[src/rtl/alu_seq.sv]
// alu_seq: handshaked ALU with registered result/flags.
// Single-cycle base and rotate/shift ops, WIDTH-cycle shift-add multiply.
module alu_seq #(
    parameter int unsigned WIDTH = 8
) (
    input  logic             clk,
    input  logic             rst_n,
    input  logic             in_valid,
    output logic             in_ready,
    input  logic [4:0]       aluop,
    input  logic [WIDTH-1:0] a,
    input  logic [WIDTH-1:0] b,
    input  logic             Cy_in,
    output logic             out_valid,
    input  logic             out_ready,
    output logic [WIDTH-1:0] result,
    output logic [2:0]       SZCy,
    output logic             ov,
    output logic             op_err
);

    localparam int unsigned W1 = WIDTH + 1;
    localparam int unsigned CW = $clog2(WIDTH);

    typedef enum logic [1:0] {
        S_IDLE = 2'd0,
        S_MUL  = 2'd1,
        S_HOLD = 2'd2
    } state_t;

    state_t           r_state;
    logic [CW-1:0]    r_cnt;
    logic [WIDTH-1:0] r_mcand;
    logic [WIDTH-1:0] r_hi;
    logic [WIDTH-1:0] r_lo;
    logic             r_mulh;

    logic             w_accept;
    logic [WIDTH:0]   w_wide;
    logic             w_ov;
    logic             w_err;
    logic             w_is_mul;
    logic [WIDTH:0]   w_sum;
    logic [WIDTH-1:0] w_hi_nx;
    logic [WIDTH-1:0] w_lo_nx;
    logic [WIDTH-1:0] w_mres;
    logic             w_mcy;

    assign in_ready  = (r_state == S_IDLE) | ((r_state == S_HOLD) & out_ready);
    assign w_accept  = in_valid & in_ready;
    assign out_valid = (r_state == S_HOLD);

    // Single-cycle ops: WIDTH+1 wide result, carry/borrow in the top bit
    always_comb begin
        w_wide   = '0;
        w_ov     = 1'b0;
        w_err    = 1'b0;
        w_is_mul = 1'b0;
        case (aluop)
            5'b00000: w_wide = {1'b0, a};
            5'b00001: w_wide = {1'b0, b};
            5'b00010: w_wide = {1'b0, ~a};
            5'b00011: w_wide = {1'b0, ~b};
            5'b00100: w_wide = {1'b0, a & b};
            5'b00101: w_wide = {1'b0, a | b};
            5'b00110: w_wide = {1'b0, a ^ b};
            5'b00111: w_wide = '0;
            5'b01000: begin
                w_wide = {1'b0, a} + W1'(1);
                w_ov   = ~a[WIDTH-1] & w_wide[WIDTH-1];
            end
            5'b01001: begin
                w_wide = {1'b0, a} - W1'(1);
                w_ov   = a[WIDTH-1] & ~w_wide[WIDTH-1];
            end
            5'b01010: begin
                w_wide = {1'b0, a} + {1'b0, b};
                w_ov   = (a[WIDTH-1] == b[WIDTH-1]) & (w_wide[WIDTH-1] != a[WIDTH-1]);
            end
            5'b01011: begin
                w_wide = {1'b0, a} - {1'b0, b};
                w_ov   = (a[WIDTH-1] != b[WIDTH-1]) & (w_wide[WIDTH-1] != a[WIDTH-1]);
            end
            5'b01100: begin
                w_wide = {1'b0, a} + {1'b0, b} + W1'(Cy_in);
                w_ov   = (a[WIDTH-1] == b[WIDTH-1]) & (w_wide[WIDTH-1] != a[WIDTH-1]);
            end
            5'b01101: begin
                w_wide = {1'b0, a} - {1'b0, b} - W1'(Cy_in);
                w_ov   = (a[WIDTH-1] != b[WIDTH-1]) & (w_wide[WIDTH-1] != a[WIDTH-1]);
            end
            5'b01110: w_wide = {a, 1'b0};
            5'b01111: w_wide = {a[0], 1'b0, a[WIDTH-1:1]};
            5'b10000: w_is_mul = 1'b1;
            5'b10001: w_is_mul = 1'b1;
            5'b10010: w_wide = {a[WIDTH-1], a[WIDTH-2:0], Cy_in};
            5'b10011: w_wide = {a[0], Cy_in, a[WIDTH-1:1]};
            5'b10100: w_wide = {a[0], a[WIDTH-1], a[WIDTH-1:1]};
            default:  w_err = 1'b1;
        endcase
    end

    // One shift-add multiply step: conditional add into high half, then shift right
    always_comb begin
        w_sum   = {1'b0, r_hi} + (r_lo[0] ? {1'b0, r_mcand} : W1'(0));
        w_hi_nx = w_sum[WIDTH:1];
        w_lo_nx = {w_sum[0], r_lo[WIDTH-1:1]};
        w_mres  = r_mulh ? w_hi_nx : w_lo_nx;
        w_mcy   = ~r_mulh & (|w_hi_nx);
    end

    // Control FSM, multiply datapath and registered result/flags
    always_ff @(posedge clk or negedge rst_n) begin
        if (!rst_n) begin
            r_state <= S_IDLE;
            r_cnt   <= '0;
            r_mcand <= '0;
            r_hi    <= '0;
            r_lo    <= '0;
            r_mulh  <= 1'b0;
            result  <= '0;
            SZCy    <= 3'b000;
            ov      <= 1'b0;
            op_err  <= 1'b0;
        end else begin
            case (r_state)
                S_IDLE, S_HOLD: begin
                    if (w_accept) begin
                        if (w_is_mul) begin
                            r_state <= S_MUL;
                            r_cnt   <= CW'(WIDTH - 1);
                            r_mcand <= a;
                            r_hi    <= '0;
                            r_lo    <= b;
                            r_mulh  <= aluop[0];
                        end else begin
                            r_state <= S_HOLD;
                            result  <= w_wide[WIDTH-1:0];
                            SZCy    <= {w_wide[WIDTH-1], (w_wide[WIDTH-1:0] == '0), w_wide[WIDTH]};
                            ov      <= w_ov;
                            op_err  <= w_err;
                        end
                    end else if (r_state == S_HOLD && out_ready) begin
                        r_state <= S_IDLE;
                    end
                end
                S_MUL: begin
                    r_hi  <= w_hi_nx;
                    r_lo  <= w_lo_nx;
                    r_cnt <= r_cnt - CW'(1);
                    if (r_cnt == '0) begin
                        r_state <= S_HOLD;
                        result  <= w_mres;
                        SZCy    <= {w_mres[WIDTH-1], (w_mres == '0), w_mcy};
                        ov      <= 1'b0;
                        op_err  <= 1'b0;
                    end
                end
                default: r_state <= S_IDLE;
            endcase
        end
    end

endmodule
[config.mk]
export PLATFORM = sky130hd
export DESIGN_NAME = alu_seq
export DESIGN_NICKNAME = d
export VERILOG_FILES = /design/src/rtl/alu_seq.sv
export SDC_FILE = /design/constraint.sdc
export NUM_CORES = 1
export LEC_CHECK = 0
export ABC_AREA = 1
export BUFFER_PORTS_ARGS = -buffer_cell sky130_fd_sc_hd__buf_2
export CAP_MARGIN = 10
export CORE_ASPECT_RATIO = 0.6
export CORE_MARGIN = 5
export CORE_UTILIZATION = 50
export CTS_CLUSTER_DIAMETER = 30
export DETAILED_ROUTE_END_ITERATION = 6
export PLACE_DENSITY = 0.68
export SETUP_SLACK_MARGIN = 0.02
export SLEW_MARGIN = 40
export SYNTH_ARGS = -nofsm -noshare
export SYNTH_HDL_FRONTEND = slang
export SYNTH_SLANG_ARGS = --single-unit
export TNS_END_PERCENT = 10
[constraint.sdc]
create_clock -name clk -period 2.7 [get_ports clk]
set_input_delay 0.135 -clock clk [delete_from_list [all_inputs] [get_ports clk]]
set_output_delay 0.135 -clock clk [all_outputs]
set_load 0.02 [all_outputs]
==> tab_implementation.tex, run 1 <==
\begin{tabular}{lr}
\hline
Metric & Value \\
\hline
\multicolumn{2}{l}{\textbf{Detailed routing}} \\
Number of nets still failing antenna checks after routing & 0 \\
Wirelength, routed & 19.6 mm \\
Detail-routed via count per cell & 5.81 \\
DRC violation total after the first TritonRoute iteration & 657 \\
Post-DR wirelength/cell & 18.3 um \\
First-pass iteration count of the detailed router & 7 \\
DRC errors left & 0 \\
Vias post-DR & 6,239 \\
\multicolumn{2}{l}{\textbf{Setup path}} \\
Critical path's top delay family & compound AO/OA/AOI/OAI gates \\
CP Capture Type & flop \\
Critical setup path kind & flop to flop \\
Kind of start point of the critical path & flop \\
CP most frequent cell & sky130\_fd\_sc\_hd\_\_a21oi\_1 \\
Library cell contributing the largest single delay on the critical path & sky130\_fd\_sc\_hd\_\_fa\_1 \\
Series of cell instances along the critical path & nand2\_1 > inv\_1 > ha\_1 > fa\_1 > a21oi\_1 > o21ai\_0 > xor2\_1 > nand3\_1 > a21oi\_1 > nand3b\_1 > a21oi\_1 > a21oi\_1 \\
Maximum net fanout on the critical path & 3 \\
Worst path max stage delay & 0.46 ns \\
Arrival time reported for the critical path endpoint & 2.75 ns \\
Launch point of the critical path & r\_mcand[0] \\
Source of the worst register-to-register timing path & r\_mcand[0] \\
Crit path buf inv count & 1 \\
Worst Path Required & 2.87 ns \\
\multicolumn{2}{l}{\textbf{Placement}} \\
Pre-CTS setup slack & -0.0162 ns \\
Half-perimeter wire length after placement & 16.0 mm \\
Port-buffer cells & 40 \\
Final weighted congestion in routability-driven placement & 1.07 \\
Post-place instance area & 5670 sq um \\
Placed Cells & 1,064 \\
\multicolumn{2}{l}{\textbf{Outcome}} \\
Result of the run & completed \\
\multicolumn{2}{l}{\textbf{Yosys}} \\
Post-synthesis sequential area ratio & 20.3\% \\
Top-area cell type share of the netlist area & 20.3\% \\
Gate Count Post-Synth & 879 \\
Ys Warns & 0 \\
Largest area contributor in the netlist & sky130\_fd\_sc\_hd\_\_dfrtp\_1 \\
Synthesized area per cell & 5.89 sq um \\
Number of library cell types mapped by synthesis & 36 \\
Number of flip-flops and latches in the synthesized netlist & 42 \\
Main area contributors after synthesis & sky130\_fd\_sc\_hd\_\_dfrtp\_1 (20\%), sky130\_fd\_sc\_hd\_\_nand2\_1 (20\%), sky130\_fd\_sc\_hd\_\_ha\_1 (10\%) \\
Syn\_nets & 951 \\
Syn Std Cell Area & 5170 sq um \\
\multicolumn{2}{l}{\textbf{STA}} \\
Min cycle time layout & 2.58 ns \\
Tightest slew margin relative to the limit & 57.2\% \\
Number of endpoints with negative hold slack in the final report & 0 \\
Largest clock skew in the final design & 0.00588 ns \\
Setup repair after global routing missed its margin & yes \\
Achievable clock frequency & 388 MHz \\
Hold slack & 0.132 ns \\
Setup violators final & 0 \\
Fin crit share & 95.4\% \\
Slew at the pin with the worst max-slew slack & 0.639 ns \\
Number of max-slew violations in the final report & 0 \\
Final critical-path setup slack & 0.125 ns \\
\multicolumn{2}{l}{\textbf{Min path}} \\
Start point of the worst min-delay path & out\_ready \\
Class of the tightest hold or removal check & input port to flop \\
\multicolumn{2}{l}{\textbf{Cells and area}} \\
Filler-free cell count of the finished design & 1,073 \\
Final instance area & 5830 sq um \\
Antenna Diode Count & 0 \\
Signed area change from the synthesized netlist to the final layout & 12.8\% \\
Ratio of cells with drive above 1 in the final layout & 11.9\% \\
Number of nets at the end of the flow & 1,009 \\
Leading cell type in the layout, fill and taps excluded & sky130\_fd\_sc\_hd\_\_nand2\_1 \\
Most frequent cells in the layout & sky130\_fd\_sc\_hd\_\_nand2\_1 (280), sky130\_fd\_sc\_hd\_\_inv\_1 (117), sky130\_fd\_sc\_hd\_\_nand3\_1 (105) \\
\multicolumn{2}{l}{\textbf{Die}} \\
Overall die width & 141 um \\
Core area & 9980 sq um \\
Die area & 12,500 sq um \\
Starting density of the core & 51.8\% \\
Vertical die dimension & 88.8 um \\
Num rows & 28 \\
Number of placed I/O pins & 41 \\
\multicolumn{2}{l}{\textbf{Power}} \\
Standby leakage power & 3.21 nW \\
Max rail drop VDD & 0.000587 V \\
Power density cells & 551 nW/um\^{}2 \\
\multicolumn{2}{l}{\textbf{CTS}} \\
Total CTS buffers & 5 \\
Clock transition time at the flip-flop clock pins of the worst setup and hold paths & 0.06 ns \\
H-tree Lvls & 2 \\
Post-CTS setup buffer count & 0 \\
CTS tree & built \\
Bufs on Longest Clock Path & 2 \\
Number of clock sinks & 42 \\
Buffer cell driving the clock tree root & sky130\_fd\_sc\_hd\_\_clkbuf\_16 \\
Clock latency on the worst-skew pair & 0.29 ns \\
\multicolumn{2}{l}{\textbf{Global routing}} \\
GR Util met3 & 12.9\% \\
Global routing usage on met1 & 47.8\% \\
Number of global-route vias before repair & 5,601 \\
Pin count of the biggest net entering global routing & 43 \\
Global routing's busiest layer & met1 \\
Global Route met2 Usage & 42.6\% \\
GRT Overall Usage & 31.8\% \\
Wire length of the first global-routing pass & 30.8 mm \\
Antenna violations before repair & 0 \\
Overall overflow remaining after global route & 0 \\
\multicolumn{2}{l}{\textbf{Flow run}} \\
Maximum Capacitance Violations & 0 \\
\hline
\end{tabular}
==> per-layer routing <==
metal | vias to the layer above | share of wire, %
met2 | 387 | 38
met1 | 2883 | 46
met3 | 37 | 15
li1 | 2932 | -
met4 | 0 | 1.7
met5 | - | 0
==> area by class of cell <==
class / instances / area (sq um)
Clock buffer: 6 / 129
Clock inverter: 2 / 13.8
Fill cell: 1010 / 4150
Inverter: 124 / 468
Multi-Input combinational cell: 691 / 3550
Sequential cell: 42 / 1050
Tap cell: 135 / 169
Timing Repair Buffer: 73 / 453
==> sequential cells by signal, summed over array words and instances (netlist names) <==
name	cells
r_cnt	3
r_lo	8
r_mulh	1
r_hi	8
r_state	2
ov	1
result	8
r_mcand	8
SZCy	2
op_err	1
==> power by group <==
part           switching [mW]  internal (mW)
sequential              0.140          0.833
clock                   0.239          0.342
combinational            1.11          0.551
total                    1.49           1.73
==> cells by family after synthesis <==
| group | synth area share (%) |
|---|---|
| flops | 20.3 |
| compound gates | 10.8 |
| xor+xnor | 1.02 |
| fa+ha+maj | 11.6 |
| buf+inv | 11.3 |
| simple gates | 45.0 |
==> synth_stat cells <==
cell type                  instances
sky130_fd_sc_hd__a21oi_1          22
sky130_fd_sc_hd__a21oi_4           1
sky130_fd_sc_hd__a22o_1            1
sky130_fd_sc_hd__a22oi_1           4
sky130_fd_sc_hd__a31oi_1           2
sky130_fd_sc_hd__a41oi_1           1
sky130_fd_sc_hd__and2_1            1
sky130_fd_sc_hd__buf_2            10
sky130_fd_sc_hd__buf_4             4
sky130_fd_sc_hd__buf_6             1
sky130_fd_sc_hd__clkbuf_1          7
sky130_fd_sc_hd__clkinv_1          2
sky130_fd_sc_hd__dfrtp_1          42
sky130_fd_sc_hd__fa_1              3
sky130_fd_sc_hd__ha_1             43
sky130_fd_sc_hd__inv_1           117
sky130_fd_sc_hd__inv_2             4
sky130_fd_sc_hd__inv_4             1
sky130_fd_sc_hd__nand2_1         280
sky130_fd_sc_hd__nand2_2           8
sky130_fd_sc_hd__nand3_1         105
sky130_fd_sc_hd__nand3_2           2
sky130_fd_sc_hd__nand3b_1          3
sky130_fd_sc_hd__nand4_1          21
sky130_fd_sc_hd__nor2_1          100
sky130_fd_sc_hd__nor2_2           10
sky130_fd_sc_hd__nor2_4            4
sky130_fd_sc_hd__nor3_1            6
sky130_fd_sc_hd__nor4_1            1
sky130_fd_sc_hd__o211ai_1          9
sky130_fd_sc_hd__o21ai_0          52
sky130_fd_sc_hd__o21bai_1          3
sky130_fd_sc_hd__o221ai_1          2
sky130_fd_sc_hd__o22ai_1           1
sky130_fd_sc_hd__xnor2_1           5
sky130_fd_sc_hd__xor2_1            1
==> repair_timing <==
action / in CTS / in global routing
hold endpoints to repair: 42 / 0
hold buffers: 1 / 0
gates resized for setup: 0 / 2
setup endpoints to repair: 0 / 1
==> metrics by stage <==
step / utilization (%) / TNS [ns] / power, mW
2_1_floorplan: - / 0 / 1.98
3_3_place_gp: 56.7 / 0 / 2.51
3_5_place_dp: 56.8 / -0.0162 / 2.56
4_1_cts: 58.3 / 0 / 3.15
5_1_grt: 58.4 / 0 / 3.43
6_report: 58.4 / 0 / 3.21
==> path summary, 6_finish.rpt <==
path                       depth (start not counted)         end  slack (ns)
max reg2reg                                       12     SZCy[0]        0.12
min reg2reg                                        2  r_mcand[1]        0.49
min                                                4  r_state[1]        0.13
max in group asynchronous                          2  r_mcand[0]        1.96
min in group asynchronous                          2    r_cnt[0]        0.37
max                                               12     SZCy[0]        0.12
==> tightest hold or removal path, stage by stage <==
cell and delay, ns:
sky130_fd_sc_hd__buf_2 0.08, sky130_fd_sc_hd__nor2_1 0.05, sky130_fd_sc_hd__nand2_1 0.06, sky130_fd_sc_hd__nand2_1 0.06
No activity file was read; power rests on OpenSTA's default activity.
==> inputs of run 2 (changes only) <==
==> constraint.sdc (replaced) <==
create_clock -name clk -period 2.7 [get_ports clk]
set_input_delay 0.27 -clock clk [delete_from_list [all_inputs] [get_ports clk]]
set_output_delay 0.27 -clock clk [all_outputs]
set_load 0.02 [all_outputs]
==> run 2 against run 1 <==
Net effect: worst setup slack better by 0.10 ns; clock power up 22%; first-iteration DRC count up 25%; critical endpoint is now SZCy[1]; largest cell class unchanged; largest power group unchanged.
==> tab_implementation.tex, run 2 (synthesized netlist as in run 1, its figures left out) <==
\begin{tabular}{lr}
\hline
Metric & Value \\
\hline
\multicolumn{2}{l}{\textbf{Setup path}} \\
Kind of start point of the critical path & input port \\
Maximum net fanout on the critical path & 4 \\
CP Capture Type & flop \\
Worst Path Required & 2.92 ns \\
Arrival time reported for the critical path endpoint & 2.70 ns \\
Critical path's top delay family & simple AND/OR/NAND/NOR gates \\
Critical setup path kind & input port to flop \\
Worst path max stage delay & 0.55 ns \\
Series of cell instances along the critical path & buf\_2 > ha\_1 > fa\_1 > ha\_1 > nand3\_1 > inv\_1 > nand3\_1 > nor2\_1 > nand3\_1 > nand3\_1 > nand3\_1 > nor2\_1 > nand4\_1 > a21oi\_1 \\
Library cell contributing the largest single delay on the critical path & sky130\_fd\_sc\_hd\_\_fa\_1 \\
Crit path buf inv count & 2 \\
CP most frequent cell & sky130\_fd\_sc\_hd\_\_nand3\_1 \\
\multicolumn{2}{l}{\textbf{Placement}} \\
Placed Cells & 1,064 \\
Port-buffer cells & 40 \\
Final weighted congestion in routability-driven placement & 1.05 \\
Half-perimeter wire length after placement & 16.1 mm \\
Pre-CTS setup slack & -0.00858 ns \\
\multicolumn{2}{l}{\textbf{STA}} \\
Setup violators final & 0 \\
Hold slack & 0.233 ns \\
Setup repair after global routing missed its margin & no \\
Slew at the pin with the worst max-slew slack & 0.668 ns \\
Number of endpoints with negative hold slack in the final report & 0 \\
Fin crit share & 91.6\% \\
Tightest slew margin relative to the limit & 55.1\% \\
Achievable clock frequency & 404 MHz \\
Setup TNS Final & 0 ns \\
Largest clock skew in the final design & 0.00488 ns \\
Min cycle time layout & 2.47 ns \\
Number of max-slew violations in the final report & 0 \\
Final critical-path setup slack & 0.227 ns \\
\multicolumn{2}{l}{\textbf{CTS}} \\
Post-CTS setup buffer count & 0 \\
Number of clock sinks & 42 \\
Clock latency on the worst-skew pair & 0.30 ns \\
Buffer cell driving the clock tree root & sky130\_fd\_sc\_hd\_\_clkbuf\_16 \\
Bufs on Longest Clock Path & 2 \\
CTS tree & built \\
Clock transition time at the flip-flop clock pins of the worst setup and hold paths & 0.07 ns \\
Total CTS buffers & 5 \\
H-tree Lvls & 2 \\
\multicolumn{2}{l}{\textbf{Die}} \\
Num rows & 28 \\
Number of placed I/O pins & 41 \\
Die area & 12,500 sq um \\
Core area & 9980 sq um \\
Overall die width & 141 um \\
Starting density of the core & 51.8\% \\
Vertical die dimension & 88.8 um \\
\multicolumn{2}{l}{\textbf{Global routing}} \\
Global Route met2 Usage & 42.9\% \\
Number of global-route vias before repair & 5,559 \\
Global routing usage on met1 & 48.9\% \\
GR Util met3 & 9.99\% \\
GRT Overall Usage & 31.6\% \\
Overall overflow remaining after global route & 0 \\
Antenna violations before repair & 0 \\
Pin count of the biggest net entering global routing & 43 \\
Global routing's busiest layer & met1 \\
Wire length of the first global-routing pass & 30.2 mm \\
\multicolumn{2}{l}{\textbf{Detailed routing}} \\
Detail-routed via count per cell & 5.77 \\
Vias post-DR & 6,187 \\
First-pass iteration count of the detailed router & 6 \\
DRC errors left & 0 \\
Wirelength, routed & 19.8 mm \\
DRC violation total after the first TritonRoute iteration & 818 \\
Number of nets still failing antenna checks after routing & 0 \\
Post-DR wirelength/cell & 18.4 um \\
\multicolumn{2}{l}{\textbf{Cells and area}} \\
Number of nets at the end of the flow & 1,009 \\
Share of the core filled with cells in the final layout & 59.0\% \\
Leading cell type in the layout, fill and taps excluded & sky130\_fd\_sc\_hd\_\_nand2\_1 \\
Filler-free cell count of the finished design & 1,073 \\
Antenna Diode Count & 0 \\
Footprint of the flip-flops and latches & 1050 sq um \\
Multi-input combinational cell area & 3570 sq um \\
Most frequent cells in the layout & sky130\_fd\_sc\_hd\_\_nand2\_1 (280), sky130\_fd\_sc\_hd\_\_inv\_1 (117), sky130\_fd\_sc\_hd\_\_nand3\_1 (105) \\
Ratio of cells with drive above 1 in the final layout & 12.3\% \\
Signed area change from the synthesized netlist to the final layout & 13.8\% \\
Layout fillers & 1,039 \\
\multicolumn{2}{l}{\textbf{Power}} \\
Max rail drop VDD & 0.000612 V \\
Power density cells & 572 nW/um\^{}2 \\
Standby leakage power & 3.23 nW \\
\multicolumn{2}{l}{\textbf{Outcome}} \\
Result of the run & completed \\
\multicolumn{2}{l}{\textbf{Flow run}} \\
Maximum Capacitance Violations & 0 \\
\multicolumn{2}{l}{\textbf{Min path}} \\
Class of the tightest hold or removal check & input port to flop \\
\hline
\end{tabular}
## run 2: worst paths after layout
kind,startpoint,endpoint,slack (ns),depth (start not counted)
max,b[0],SZCy[1],0.23,14
min,out_ready,r_state[1],0.23,4
min in group asynchronous,rst_n,result[2],0.50,2
max reg2reg,r_lo[0],SZCy[1],0.23,13
min reg2reg,ov,ov,0.49,2
max in group asynchronous,rst_n,r_mcand[2],1.81,2
## run 2: per-layer routing
layer / part of all wire [%] / wire (um)
met1: 47 / 9240
met3: 15 / 2910
met2: 37 / 7400
met4: 1.1 / 214
met5: 0 / 0
## run 2: report_power, final
part / internal, mW / switching, mW
logic: 0.556 / 1.13
clock network: 0.437 / 0.272
registers: 0.832 / 0.146
## run 2: timing repair
item | in CTS | in global routing
resized for setup | 0 | 7
endpoints found under the hold margin | 42 | 0
endpoints found under the setup margin | 0 | 1
hold buffers | 1 | 0
## run 2: final cells by class
class | count | area share [%]
Clock inverter | 2 | 0.637
Inverter | 124 | 7.95
Clock buffer | 6 | 2.19
Multi-Input combinational cell | 691 | 60.6
Sequential cell | 42 | 17.8
Timing Repair Buffer | 73 | 7.90
Tap cell | 135 | 2.87
## run 2: worst register-to-register path, cell delays in order, from the launching register on
cell	delay [ns]
sky130_fd_sc_hd__dfrtp_1	0.41
sky130_fd_sc_hd__nand2_1	0.07
sky130_fd_sc_hd__inv_1	0.04
sky130_fd_sc_hd__ha_1	0.22
sky130_fd_sc_hd__fa_2	0.41
sky130_fd_sc_hd__xnor2_2	0.30
sky130_fd_sc_hd__o21ai_0	0.23
sky130_fd_sc_hd__nor2_1	0.15
sky130_fd_sc_hd__nand2_1	0.08
sky130_fd_sc_hd__nor2_1	0.14
sky130_fd_sc_hd__nand4_1	0.11
sky130_fd_sc_hd__nand2_1	0.08
sky130_fd_sc_hd__inv_1	0.04
sky130_fd_sc_hd__a21oi_1	0.13
## run 2: metrics by stage
| stage | power (mW) | cell area (sq um) |
|---|---|---|
| finish | 3.37 | 5890 |
| global route | 3.58 | 5890 |
| CTS | 3.27 | 5860 |
| detailed placement | 2.55 | 5680 |
| global placement | 2.50 | 5680 |
| floorplan | 1.98 | 5170 |
